File: config.mk
export PLATFORM = sky130hd
export DESIGN_NAME = plot_writer
export DESIGN_NICKNAME = d
export VERILOG_FILES = /design/src/rtl/plot_writer.sv
export SDC_FILE = /design/constraint.sdc
export NUM_CORES = 1
export LEC_CHECK = 0
export CORE_UTILIZATION = 25
export CTS_BUF_LIST = sky130_fd_sc_hd__clkbuf_16
export DETAILED_ROUTE_END_ITERATION = 10
export SYNTH_ARGS = -nofsm -noshare
export SYNTH_HDL_FRONTEND = slang
export SYNTH_SLANG_ARGS = --single-unit
File: constraint.sdc
create_clock -name clk -period 5.15 [get_ports clk]
set_input_delay 0.7725 -clock clk [delete_from_list [all_inputs] [get_ports clk]]
set_output_delay 0.7725 -clock clk [all_outputs]
set_load 0.05 [all_outputs]
File: src/rtl/plot_writer.sv
// plot_writer: buffers plot requests, clips off-screen points and writes pixels to the framebuffer.
// A clear request drains queued plots first, then fills every address with the latched colour.
module plot_writer #(
  parameter int COLOUR_W = 1,
  parameter int DEPTH    = 4,
  parameter int H_RES    = 320,
  parameter int V_RES    = 240
) (
  input  logic                clk,
  input  logic                resetn,
  input  logic                plot_valid,
  output logic                plot_ready,
  input  logic [8:0]          plot_x,
  input  logic [7:0]          plot_y,
  input  logic [COLOUR_W-1:0] plot_colour,
  input  logic                clear_req,
  input  logic [COLOUR_W-1:0] clear_colour,
  input  logic                mem_stall,
  output logic [16:0]         mem_addr,
  output logic [COLOUR_W-1:0] mem_data,
  output logic                mem_wren,
  output logic [7:0]          clip_count,
  output logic                clear_done,
  output logic                busy
);
  localparam int AW = $clog2(DEPTH);
  localparam int CW = AW + 1;
  localparam int EW = 17 + COLOUR_W;
  localparam logic [16:0] LAST = 17'(H_RES * V_RES - 1);

  typedef enum logic {RUN, CLEAR} state_t;
  state_t r_state, w_state_nxt;

  logic [EW-1:0]       r_fifo [DEPTH];
  logic [AW-1:0]       r_wp, r_rp;
  logic [CW-1:0]       r_count;
  logic                r_pending;
  logic [COLOUR_W-1:0] r_clr_colour;
  logic [16:0]         r_clr_addr;
  logic [16:0]         r_mem_addr;
  logic [COLOUR_W-1:0] r_mem_data;
  logic                r_mem_wren;
  logic                r_clear_done;
  logic [7:0]          r_clip;

  logic                w_push, w_pop, w_on, w_wr;
  logic                w_clr_wr, w_clr_last, w_clr_accept, w_clr_enter;
  logic [8:0]          w_hx;
  logic [7:0]          w_hy;
  logic [COLOUR_W-1:0] w_hc;
  logic [16:0]         w_hy17, w_addr;

  assign {w_hx, w_hy, w_hc} = r_fifo[r_rp];
  assign w_hy17 = {9'd0, w_hy};
  // y*320 + x as shifts so no multiplier is needed
  assign w_addr = (w_hy17 << 8) + (w_hy17 << 6) + {8'd0, w_hx};
  assign w_on   = (32'(w_hx) < 32'(H_RES)) && (32'(w_hy) < 32'(V_RES));

  assign plot_ready   = resetn && (r_count != CW'(DEPTH)) && (r_state == RUN) && !r_pending;
  assign w_push       = plot_valid && plot_ready;
  assign w_pop        = (r_state == RUN) && !mem_stall && (r_count != '0);
  assign w_wr         = w_pop && w_on;
  assign w_clr_wr     = (r_state == CLEAR) && !mem_stall;
  assign w_clr_last   = r_clr_addr == LAST;
  assign w_clr_accept = clear_req && (r_state == RUN) && !r_pending;
  assign w_clr_enter  = (r_state == RUN) && r_pending && (r_count == '0) && !mem_stall;

  assign mem_addr   = r_mem_addr;
  assign mem_data   = r_mem_data;
  assign mem_wren   = r_mem_wren;
  assign clip_count = r_clip;
  assign clear_done = r_clear_done;
  assign busy       = (r_count != '0) || r_pending || (r_state == CLEAR) || r_mem_wren;

  always_comb begin
    w_state_nxt = r_state;
    if (w_clr_enter) w_state_nxt = CLEAR;
    else if (w_clr_wr && w_clr_last) w_state_nxt = RUN;
  end

  always_ff @(posedge clk) begin
    if (!resetn) r_state <= RUN;
    else r_state <= w_state_nxt;
  end

  always_ff @(posedge clk) begin
    if (w_push) r_fifo[r_wp] <= {plot_x, plot_y, plot_colour};
  end

  always_ff @(posedge clk) begin
    if (!resetn) begin
      r_wp         <= '0;
      r_rp         <= '0;
      r_count      <= '0;
      r_pending    <= 1'b0;
      r_clr_colour <= '0;
      r_clr_addr   <= '0;
      r_mem_addr   <= '0;
      r_mem_data   <= '0;
      r_mem_wren   <= 1'b0;
      r_clear_done <= 1'b0;
      r_clip       <= '0;
    end else begin
      if (w_push) r_wp <= r_wp + 1'b1;
      if (w_pop) r_rp <= r_rp + 1'b1;
      r_count <= r_count + CW'(w_push) - CW'(w_pop);
      if (w_clr_accept) begin
        r_pending    <= 1'b1;
        r_clr_colour <= clear_colour;
      end else if (w_clr_enter) r_pending <= 1'b0;
      if (w_clr_wr) r_clr_addr <= w_clr_last ? '0 : r_clr_addr + 1'b1;
      // a stalled memory keeps the current write presented unchanged
      if (!mem_stall) begin
        r_mem_wren <= w_clr_wr || w_wr;
        if (w_clr_wr) begin
          r_mem_addr <= r_clr_addr;
          r_mem_data <= r_clr_colour;
        end else if (w_wr) begin
          r_mem_addr <= w_addr;
          r_mem_data <= w_hc;
        end
      end
      if (w_pop && !w_on && r_clip != 8'hFF) r_clip <= r_clip + 1'b1;
      r_clear_done <= w_clr_wr && w_clr_last;
    end
  end
endmodule

-- Yosys cells after proc, flatten, opt, wreduce, memory -nomap -nowiden
Memories as Yosys holds them, arrays and structs flattened. A register that Yosys moved wholly into a read port is not among the register bits.
Index checks and enable logic that the tools add are counted.
- logic and storage cells: 71
- input bits: 24
- bits in latches: 0
- memory bits (writable): 72
- memories kept: 1
- ROM bits: 0
- bits in registers: 55
- output and inout port bits: 30
- shifts and indexed selects: 0
- eq/ne operators: 3
- reduce and logical (&&, ||, !) cells: 30
- divide/modulo/power cells: 0
- bitwise gates (word level): 2
- multiplexer cells: 13
- add/subtract/negate cells: 8
- order comparisons: 2
- multipliers: 0
- memories (name ; depth ; bits a word ; rd ports ; clocked after memory_dff ; write ports ; line ; text):
    r_fifo ; 4 ; 18 ; 1 ; 1 ; 1 ; 34 ; logic [EW-1:0] r_fifo [DEPTH];
- operator list (kind ; count):
    2-to-1 mux 17 bit ; 3
    adder 16 x 14 -> 17 bit ; 1
    adder 17 x 1 -> 17 bit, second input constant ; 1
    adder 17 x 9 -> 17 bit ; 1
    == test 17 bit, second input constant ; 1
    logical AND 1 bit ; 17
    less-than comparator 9 bit, second input constant ; 1
    adder 8 x 1 -> 8 bit, second input constant ; 1
    less-than comparator 8 bit, second input constant ; 1
    2-to-1 mux 1 bit ; 8
    inequality test 8 bit, second input constant ; 1
    nonzero test 2 bit ; 3
    adder 2 x 1 -> 2 bit, second input constant ; 2
    logical OR 1 bit ; 4
    2-to-1 mux 2 bit ; 2
    adder 3 x 1 -> 3 bit ; 1
    zero test 1 bit ; 3
    zero test 3 bit ; 1
    inequality test 3 bit, second input constant ; 1
    nonzero test 3 bit ; 1
    subtractor 3 x 1 -> 3 bit ; 1
    inverter 1 bit ; 2
    AND reduction 2 bit ; 1

-- Longest topological paths before layout
- word-level depth: 7
- gate-level depth with buffers: 12
- depth with buffers taken out: 11

-- Worst setup path before layout
OpenSTA, ideal clock, no wires.
- path type: input to register
- from: in resetn
- to: reg r_count[2]
- path buffers: 0
- stages on the path: 11
- path slack: 1269 ps
- setup time: 128 ps
- required time: 5022 ps
- arrival: 3754 ps
- path through: clkinv_1 -> a2111oi_2 -> and2_1 -> inv_1 -> ha_1 -> inv_1 -> ha_1 -> fa_1 -> xnor2_1 -> xnor2_1 -> nor2_1
- word-level cells in the longest chain between the ends: 6
- RTL lines (element ; line ; text):
    start, declared ; 10 ; input logic resetn,
    logical AND 1 bit (3 in series) ; 59 ; assign plot_ready = resetn && (r_count != CW'(DEPTH)) && (r_state == RUN) && !r_pending;
    named net plot_ready ; 12 ; output logic plot_ready,
    logical AND 1 bit ; 60 ; assign w_push = plot_valid && plot_ready;
    adder 3 x 1 -> 3 bit ; 106 ; r_count <= r_count + CW'(w_push) - CW'(w_pop);
    subtractor 3 x 1 -> 3 bit ; 106 ;
    end signal, assigned ; 106 ;
    end, declared ; 36 ; logic [CW-1:0] r_count;
The timed path passes the listed nets, and every way through them passes these cells.
A chain may end at the register's enable or synchronous reset.

-- Worst setup path in the final report
- from: in resetn
- to: reg r_count[2]
- word-level cells in the longest chain between the ends: 6
- RTL lines (element ; line):
    logical AND 1 bit (3 in series) ; 59
    logical AND 1 bit ; 60
    adder 3 x 1 -> 3 bit ; 106
    subtractor 3 x 1 -> 3 bit ; 106
Parallel ways exist; a longest one is shown, timed or not.

==> out/summary.txt <==
Outcome: completed
Hold buffers post-CTS: 0
Final instance area: 0.007015 sq mm
Residual DRC: 0
Share of cells above drive strength 1: 0.1094
CTS tree: yes
Fin util: 0.3205
Initial core utilization: 0.2565
Final setup fails: 0
Vias in the first global route: 3622
GR Util met3: 0.03423
Slew HR: 0.2671
Worst-path cell chain: clkdlybuf4s50_1, clkinv_1, a2111oi_2, and2_1, inv_1, ha_1, inv_1, ha_1, fa_1, xnor2_1, xnor2_1, nor2_1
Detailed-router iteration count before antenna repair: 5
GRT busiest layer: met2
Vias: 3727
Die area: 0.02306 sq mm
Port Buffers: 53
Largest net degree at the start of global routing: 35
Synthesized area: 0.005614 sq mm
Least-Margin Pin Slew: 1.097 ns
Critical Path AT: 3.91 ns
Reg clk slew, reported paths: 0.06 ns
Met1 track demand over resource: 0.1418
Post-place instance area: 0.006421 sq mm
Asr flop ratio synth: 0
Post-placement cell count: 760
Setup TNS: 0 ns
Placer congestion estimate: 0.8269
Row cnt: 54
Min cycle time layout: 3.615 ns
Post-CTS Resized: 0
Commonest non-fill, non-tap cell in the layout: edfxtp_1
GRT Total Usage: 0.1110
Static leakage: 2.401 nW
#FFs+latches synth: 129
Pwr/cell area: 529.7 mW/mm^2
Pre-CTS WS: 1.108 ns
Cell family with most CP delay: buffers and inverters
H-tree levels: 4
RSZ-0062 raised after global routing: false
Core area: 0.02189 sq mm
Crit-path max cell delay: 0.76 ns
CP Max Fanout: 14
Synthesized instance count: 442
Iteration-0 DRC Markers: 266
Detail-routed via count per cell: 4.706
Main synth FF type: edfxtp_1
Non-Filler Instances: 792
Antenna violations before repair: 0
Commonest cells after routing, fill and taps aside: 72 x edfxtp_1, 57 x dfxtp_1, 52 x clkdlybuf4s50_1, 37 x nor2_1, 37 x nand2_1
Die height: 151.9 um
CTS root buf: clkbuf_16
Die span in x: 151.9 um
Layout fillers: 2171
Detail-routed net length per standard cell: 15.56 um
Clock Skews: 0.008053 ns
Critical Path End Type: register
Clk buf depth: 2
Synth unique cells: 50
Worst setup margin: 1.535 ns
Grt ovf: 0
Tcrit/Tclk final: 0.7020
Total CTS buffers: 17
Placed wire-length estimate: 8720 um
Area Growth Syn to Fin: 24.96%
First-pass GRT wire length: 19640 um
Max-slew violations: 0
Critical path class: input port to register
Synthesized area per cell: 12.70 sq um
# IOs: 54
EDFF count, synth: 72
Sequential area share after synthesis: 0.5884
Min-delay worst type: register to register
Max_cap viols: 0
Grt met2 use: 0.1764
Clock Sinks: 129
# Post-CTS Setup Buffers: 0
ANT nets after route: 0
Total routed wirelength: 12320 um
Final hold vios: 0
Worst path buffer plus inverter count: 4
Highest Clock Rate: 0.2766 GHz
VDD IR max: 216.5 uV
Critical Path RT: 5.44 ns
NumNets Final: 549
Slowest CP cell: clkdlybuf4s50_1
Synth Net Count: 492
Clock latency on the worst-skew pair: 0.42 ns
ANT cells: 0
Ys Warns: 0
Worst setup SP type: input port
[power breakdown]
| part | internal, mW | switching [mW] | leakage, nW |
|---|---|---|---|
| Combinational | 0.515 | 0.726 | 0.996 |
| Clock | 0.756 | 0.441 | 0.291 |
| Sequential | 1.18 | 0.0944 | 1.11 |
| Total | 2.45 | 1.26 | 2.40 |
[flip-flops by register name, indices dropped and copies added (netlist names), named ones only]
register	cells
r_state	1
r_clr_addr	17
r_wp	2
r_clr_colour	1
r_rp	2
mem_addr	17
clear_done	1
clip_count	8
r_fifo	72
r_pending	1
r_count	3
mem_wren	1
mem_data	1
[metal layers]
metal  wire [um]  up-vias
met4         144        0
met2        5842      108
met3         672       14
met5           0        -
li1            -     1750
met1        5663     1855
[synth_stat cells (2+ instances only)]
master | number | area (sq um)
clkbuf_1 | 11 | 41.29
ha_1 | 23 | 287.8
a21oi_1 | 23 | 115.1
nor4_1 | 2 | 12.51
nor2_1 | 37 | 138.9
dfxtp_1 | 57 | 1141
xor2_1 | 12 | 105.1
fa_1 | 3 | 60.06
a221oi_1 | 4 | 35.03
mux2i_1 | 6 | 60.06
or2_2 | 2 | 12.51
and3_1 | 10 | 62.56
a21o_1 | 3 | 22.52
nand2_1 | 37 | 138.9
nand4_1 | 7 | 43.79
buf_6 | 2 | 22.52
nand3_1 | 14 | 70.07
edfxtp_1 | 72 | 2162
o21ai_0 | 3 | 15.01
o221ai_1 | 2 | 17.52
xnor2_1 | 18 | 157.7
nand3b_1 | 2 | 15.01
mux4_2 | 18 | 405.4
a22oi_1 | 9 | 67.56
buf_2 | 2 | 10.01
nor3_1 | 9 | 45.04
inv_1 | 18 | 67.56
and2_1 | 5 | 31.28
nand2b_1 | 3 | 18.77
a211oi_1 | 7 | 52.55
or3_1 | 2 | 12.51
[tightest hold or removal path, stage by stage, from the launching register on]
cell and delay, ns:
dfxtp_1 0.31, nand2_1 0.05, a21oi_1 0.05
[through the flow]
step / hold slack [ns] / power [mW]
2_1_floorplan: 0.4364 / 2.196
6_report: 0.4494 / 3.716
3_3_place_gp: 0.4427 / 2.520
3_5_place_dp: 0.4453 / 2.548
4_1_cts: 0.4533 / 3.748
5_1_grt: 0.4623 / 3.913
[final timing paths]
check	from	endpoint	slack, ns	cells past startpoint
worst min register to register	mem_addr[4]	mem_addr[4]	0.45	2
worst max register to register	register	mem_addr[14]	1.57	10
worst max-delay path	resetn	r_count[2]	1.53	12
worst min-delay path	mem_addr[4]	mem_addr[4]	0.45	2
[cell families after synthesis]
kind of cell             count (synthesis)  synth area share
flip-flops                             129            0.5884
AND/OR/NAND/NOR                        135            0.1152
adder cells (fa/ha/maj)                 26           0.06196
XOR/XNOR                                30           0.04680
AO/OA/AOI/OAI                           62           0.07667
multiplexers                            24           0.08291
buffers and inverters                   36           0.02808
[cell type report]
type | count | area (sq um) | area share
Sequential cell | 129 | 3303 | 0.4708
Clock buffer | 17 | 425.4 | 0.06064
Inverter | 19 | 71.32 | 0.01017
Tap cell | 280 | 350.3 | 0.04994
Multi-Input combinational cell | 277 | 2153 | 0.3069
Clock inverter | 15 | 168.9 | 0.02408
Timing Repair Buffer | 55 | 543.0 | 0.07740
(Power assumes the default switching activity.)
==> RTL change 1: new RTL, config.mk and constraints unchanged <==
Reset style: asynchronous (`resetn`), changed in 2 clocked blocks.
--- a/src/rtl/plot_writer.sv
+++ b/src/rtl/plot_writer.sv
@@ -78,7 +78,7 @@
     else if (w_clr_wr && w_clr_last) w_state_nxt = RUN;
   end
 
-  always_ff @(posedge clk) begin
+  always_ff @(posedge clk or negedge resetn) begin
     if (!resetn) r_state <= RUN;
     else r_state <= w_state_nxt;
   end
@@ -87,7 +87,7 @@
     if (w_push) r_fifo[r_wp] <= {plot_x, plot_y, plot_colour};
   end
 
-  always_ff @(posedge clk) begin
+  always_ff @(posedge clk or negedge resetn) begin
     if (!resetn) begin
       r_wp         <= '0;
       r_rp         <= '0;
Formal check against the unedited RTL: differs if resetn is asserted again (counterexample within 4 cycles, from zero or initial values and one cycle with resetn low); with resetn held inactive, the same outputs for 4 cycles.
==> RTL change 1 against the unedited design <==
- the flow now finishes with violations (DRC)
- setup slack worse by 0.064 ns
- routed wire length is 5.9% lower
- clock skew is 0.0020 ns higher
- die area is 0.81% higher
- cell area is 0.86% higher
- critical path depth is 2 lower
- power is 14% higher
- largest power group is now combinational logic
- sequential cell count is 2 lower
- sequential power is 9% higher
- area after synthesis is 0.82% higher
==> RTL change 1: results (changes against the unedited design) <==
* Worst setup path startpoint: r_rp[0]$_DFFE_PN0P_
* Post-synth cell types at 49 (-2.0%)
* Via density at 4.523 (-3.9%)
* Status: finished, violations left
* Worst Path Max Fanout at 11 (-3)
* Pleak at 2.736 nW (+14%)
* Worst relative slew slack at 0.2479 (-0.01922)
* Hold Startpoint: mem_addr[2]$_DFFE_PN0P_
* Inst Count DP at 721 (-5.1%)
* Max Clock Freq at 0.2718 GHz (-1.7%)
* Post-CTS sizing at 0 (unchanged)
* Worst EP arrival at 3.95 ns (+0.04 ns)
* Post-synth EDFFs at 72 (unchanged)
* Seq/Total Area, Yosys at 0.6251 (+0.03674)
* Yosys warns at 0 (unchanged)
* First-pass GRT wire length at 19.17 mm (-2.4%)
* Commonest cells in the netlist: edfxtp_1, dfrtp_1, nand2_1
* TritonCTS buffer count at 17 (unchanged)
* Crit path max-delay cell type: dfrtp_1
* Asr flop ratio synth at 0.4331 (+0.4331)
* R2r setup slk at 1.47 ns (-0.10 ns)
* Placed inst area at 6510 um^2 (+1.4%)
* Final cell count without fillers at 753 (-4.9%)
* Pre-Repair DR Iteration Count at 7 (+2)
* Syn Nets at 445 (-9.6%)
* DRC violations left at 4 (+4)
* Max incr delay on CP at 0.65 ns (-0.11 ns)
* Top reg by flops: r_fifo
* Clock Tree Buf Depth at 2 (unchanged)
* Detailed placer's ending HPWL at 8.363 mm (-4.1%)
* Hold_ws at 0.4637 ns (+0.01427 ns)
* Hold EP: mem_addr[2]$_DFFE_PN0P_
* Final Setup Violations at 0 (unchanged)
* Hold Crit Depth at 2 (unchanged)
* Failing checks: DRC
* Routed wire length at 11.60 mm (-5.9%)
* Port Buf Inserts at 53 (unchanged)
* Clock Skews at 0.01004 ns (+0.001986 ns)
* Syn_area_per_cell at 14.33 um^2 (+13%)
* Crit path to: mem_addr[15]$_DFFE_PN0P_
* Gr usage total at 0.1076 (-0.003382)
* Clock Pin Slew Worst Setup and Hold Paths at 0.06 ns (about the same)
* Final net count at 510 (-7.1%)
* Largest net degree at the start of global routing at 56 (+60%)
* Initial antenna violation count at 1 (+1)
* Vias in the first global route at 3603 (-0.52%)
* Largest cells by area after synthesis: edfxtp_1, dfrtp_1, ha_1
* Worst IR Drop VDD at 0.0002040 V (-5.8%)
* Fraction of layout cells with a size suffix above 1 at 0.1247 (+0.01536)
* Ys flop type: edfxtp_1
* Gpl congestion at 0.8573 (+3.7%)
* DR iter-0 viols at 212 (-20%)
[RTL change 1: report_power, final]
| part | switching [mW] | internal, mW | leakage, nW |
|---|---|---|---|
| combinational | 1.00 | 0.706 | 1.10 |
| sequential | 0.173 | 1.22 | 1.36 |
| clock | 0.493 | 0.639 | 0.277 |
[RTL change 1: cells by family (layout without fill, tap and decap cells)]
logic type / Yosys count / after routing / share of synthesized area
mux: 25 / 25 / 0.09019
xor+xnor: 29 / 29 / 0.04752
compound gates: 51 / 51 / 0.05836
flops: 127 / 127 / 0.6251
fa+ha+maj: 26 / 26 / 0.06145
simple gates: 112 / 112 / 0.09748
buf+inv: 25 / 103 / 0.01989
[RTL change 1: per-layer routing]
| metal | up-vias | part of all wire | routed length [um] | GRT usage |
|---|---|---|---|---|
| met5 | - | 0.00095 | 11 | 0 |
| met4 | 2 | 0.016 | 184 | 0.04858 |
| met3 | 16 | 0.060 | 693 | 0.03214 |
| met2 | 93 | 0.49 | 5649 | 0.1753 |
| met1 | 1673 | 0.44 | 5059 | 0.1315 |
| li1 | 1622 | - | - | - |
[RTL change 1: worst max-delay path, delay by kind of cell, from the launching register on]
kind | cells | cell delay (ns)
fa+ha+maj | 3 | 0.96
compound gates | 4 | 0.80
flops | 1 | 0.65
mux | 1 | 0.62
buf+inv | 1 | 0.33
xor+xnor | 1 | 0.17
[RTL change 1: layout make-up]
type / instances / area, um^2
multi-input cells: 243 / 2009
clock inverters: 15 / 140.1
well taps: 280 / 350.3
flip-flops and latches: 127 / 3538
repair buffers: 58 / 563.0
clock buffers: 17 / 425.4
fillers: 2133 / 14950
inverters: 13 / 48.80
==> RTL change 2: new RTL, same flow settings <==
Without the edit above. Set the parameter `DEPTH` to 8 (it was 4).
--- a/src/rtl/plot_writer.sv
+++ b/src/rtl/plot_writer.sv
@@ -2,7 +2,7 @@
 // A clear request drains queued plots first, then fills every address with the latched colour.
 module plot_writer #(
   parameter int COLOUR_W = 1,
-  parameter int DEPTH    = 4,
+  parameter int DEPTH    = 8,
   parameter int H_RES    = 320,
   parameter int V_RES    = 240
 ) (
Function: changed (a bounded check fails within 10 cycles, from zero or initial values and one cycle with resetn low).
==> RTL change 2 against the unedited design <==
- sequential cell count up 76
- via count rose by 43%
- combinational power up 51%
- worst hold slack improved by 0.025 ns
- critical path depth is 1 lower
- setup slack lost 0.61 ns
- first-iteration DRC count is 44% higher
- area after synthesis up 58%
- core utilization shrank 1.0 points
- power grew 49%
- cell area is 53% higher
- routed wire length grew 58%
- critical path type is now reg -> reg
- largest power group unchanged
==> RTL change 2: results (changes against the unedited design) <==
* Pre-Repair DR Iteration Count at 4 (-1)
* Synth Area in Adders at 0.04204 (-0.01992)
* Fraction of layout cells with a size suffix above 1 at 0.1603 (+0.05091)
* Mux share of post-synthesis cell area at 0.1069 (+0.02402)
* Detailed placer's ending HPWL at 12.61 mm (+45%)
* Initial antenna violation count at 1 (+1)
* Pleak at 3.509 nW (+46%)
* Seq/Total Area, Yosys at 0.6252 (+0.03683)
* Post-synth EDFFs at 144 (+100%)
* Max reg flops at 144 (+100%)
* Placed inst area at 10010 um^2 (+56%)
* Syn Nets at 673 (+37%)
* R2R Path End: mem_addr[15]$_SDFFE_PN0P_
* Gpl congestion at 0.7473 (-9.6%)
* Worst IR Drop VDD at 0.0003613 V (+67%)
* Clock Tree Buf Depth at 3 (+1)
* Clock Skews at 0.02083 ns (+0.01277 ns)
* Gr usage total at 0.1100 (-0.0009852)
* Fraction of the mapped netlist area in compound gates at 0.07490 (-0.001761)
* DR iter-0 viols at 383 (+44%)
* Post-Place Worst Slack at 0.8450 ns (-0.2631 ns)
* WL/cell at 16.82 um (+8.1%)
* XOR/XNOR share of the synthesized area at 0.02469 (-0.02212)
* Vias post-DR at 5311 (+43%)
* Final net count at 740 (+35%)
* Max incr delay on CP at 1.00 ns (+0.24 ns)
* TritonCTS buffer count at 23 (+6)
* Worst-Margin Slew at 1.095 ns (-0.002505 ns)
* CP top delay family: compound AO/OA/AOI/OAI gates
* Clk_lat worst skew at 0.53 ns (+0.11 ns)
* Status: finished clean
* Largest cells by area after synthesis: edfxtp_1, dfxtp_1, mux4_2
* R2r setup slk at 0.93 ns (-0.64 ns)
* Crit path max-delay cell type: dfxtp_2
* Inst Count DP at 1118 (+47%)
* First-pass GRT wire length at 30.93 mm (+57%)
* Worst EP arrival at 4.65 ns (+0.74 ns)
* Post-synth cell types at 66 (+32%)
* Syn_area_per_cell at 14.28 um^2 (+12%)
* Via density at 4.578 (-2.7%)
* Worst R2R Path Depth at 11 (+1)
[RTL change 2: layer usage]
| metal | part of all wire | global-route usage |
|---|---|---|
| met4 | 0.018 | 0.02400 |
| met2 | 0.46 | 0.1733 |
| met5 | 0.00072 | 0 |
| met3 | 0.060 | 0.02521 |
| met1 | 0.46 | 0.1531 |
[RTL change 2: area by class of cell]
cell class	instances	area, um^2
multi-input cells	363	3124
repair buffers	72	683.2
inverters	23	86.33
well taps	455	569.3
fillers	3468	23950
clock buffers	23	575.6
flip-flops and latches	205	5547
clock inverters	19	181.4
[RTL change 2: where the power goes]
group / leakage [nW] / internal, mW / switching (mW)
registers: 1.79 / 1.88 / 0.147
clock network: 0.387 / 0.971 / 0.664
logic: 1.33 / 0.794 / 1.08
[RTL change 2: cells by family (layout without fill, tap and decap cells)]
kind of cell,after synthesis,count (layout)
DFF,205,205
and+or+nand+nor,167,167
AOI/OAI and AO/OA,93,93
buffers and inverters,53,137
muxes,50,50
adders and majority gates,28,28
xor gates and xnor gates,25,25
[RTL change 2: worst max-delay path by stage]
stage / startpoint / endpoint / slack [ns] / depth (start not counted)
floorplan: resetn / r_fifo[3][0]$_DFFE_PP_ / 0.11 / 6
global placement: register / mem_addr[15]$_SDFFE_PN0P_ / 0.87 / 11
detailed placement: register / mem_addr[15]$_SDFFE_PN0P_ / 0.85 / 11
CTS: register / mem_addr[15]$_SDFFE_PN0P_ / 0.84 / 11
global route: register / mem_addr[15]$_SDFFE_PN0P_ / 0.54 / 11
finish: register / mem_addr[15]$_SDFFE_PN0P_ / 0.93 / 11
[RTL change 2: per-stage QoR]
step,util,hold slack (ns)
2_1_floorplan,-,0.4332
3_3_place_gp,0.2884,0.4650
3_5_place_dp,0.2884,0.4729
4_1_cts,0.3102,0.4791
5_1_grt,0.3102,0.5005
6_report,0.3102,0.4744
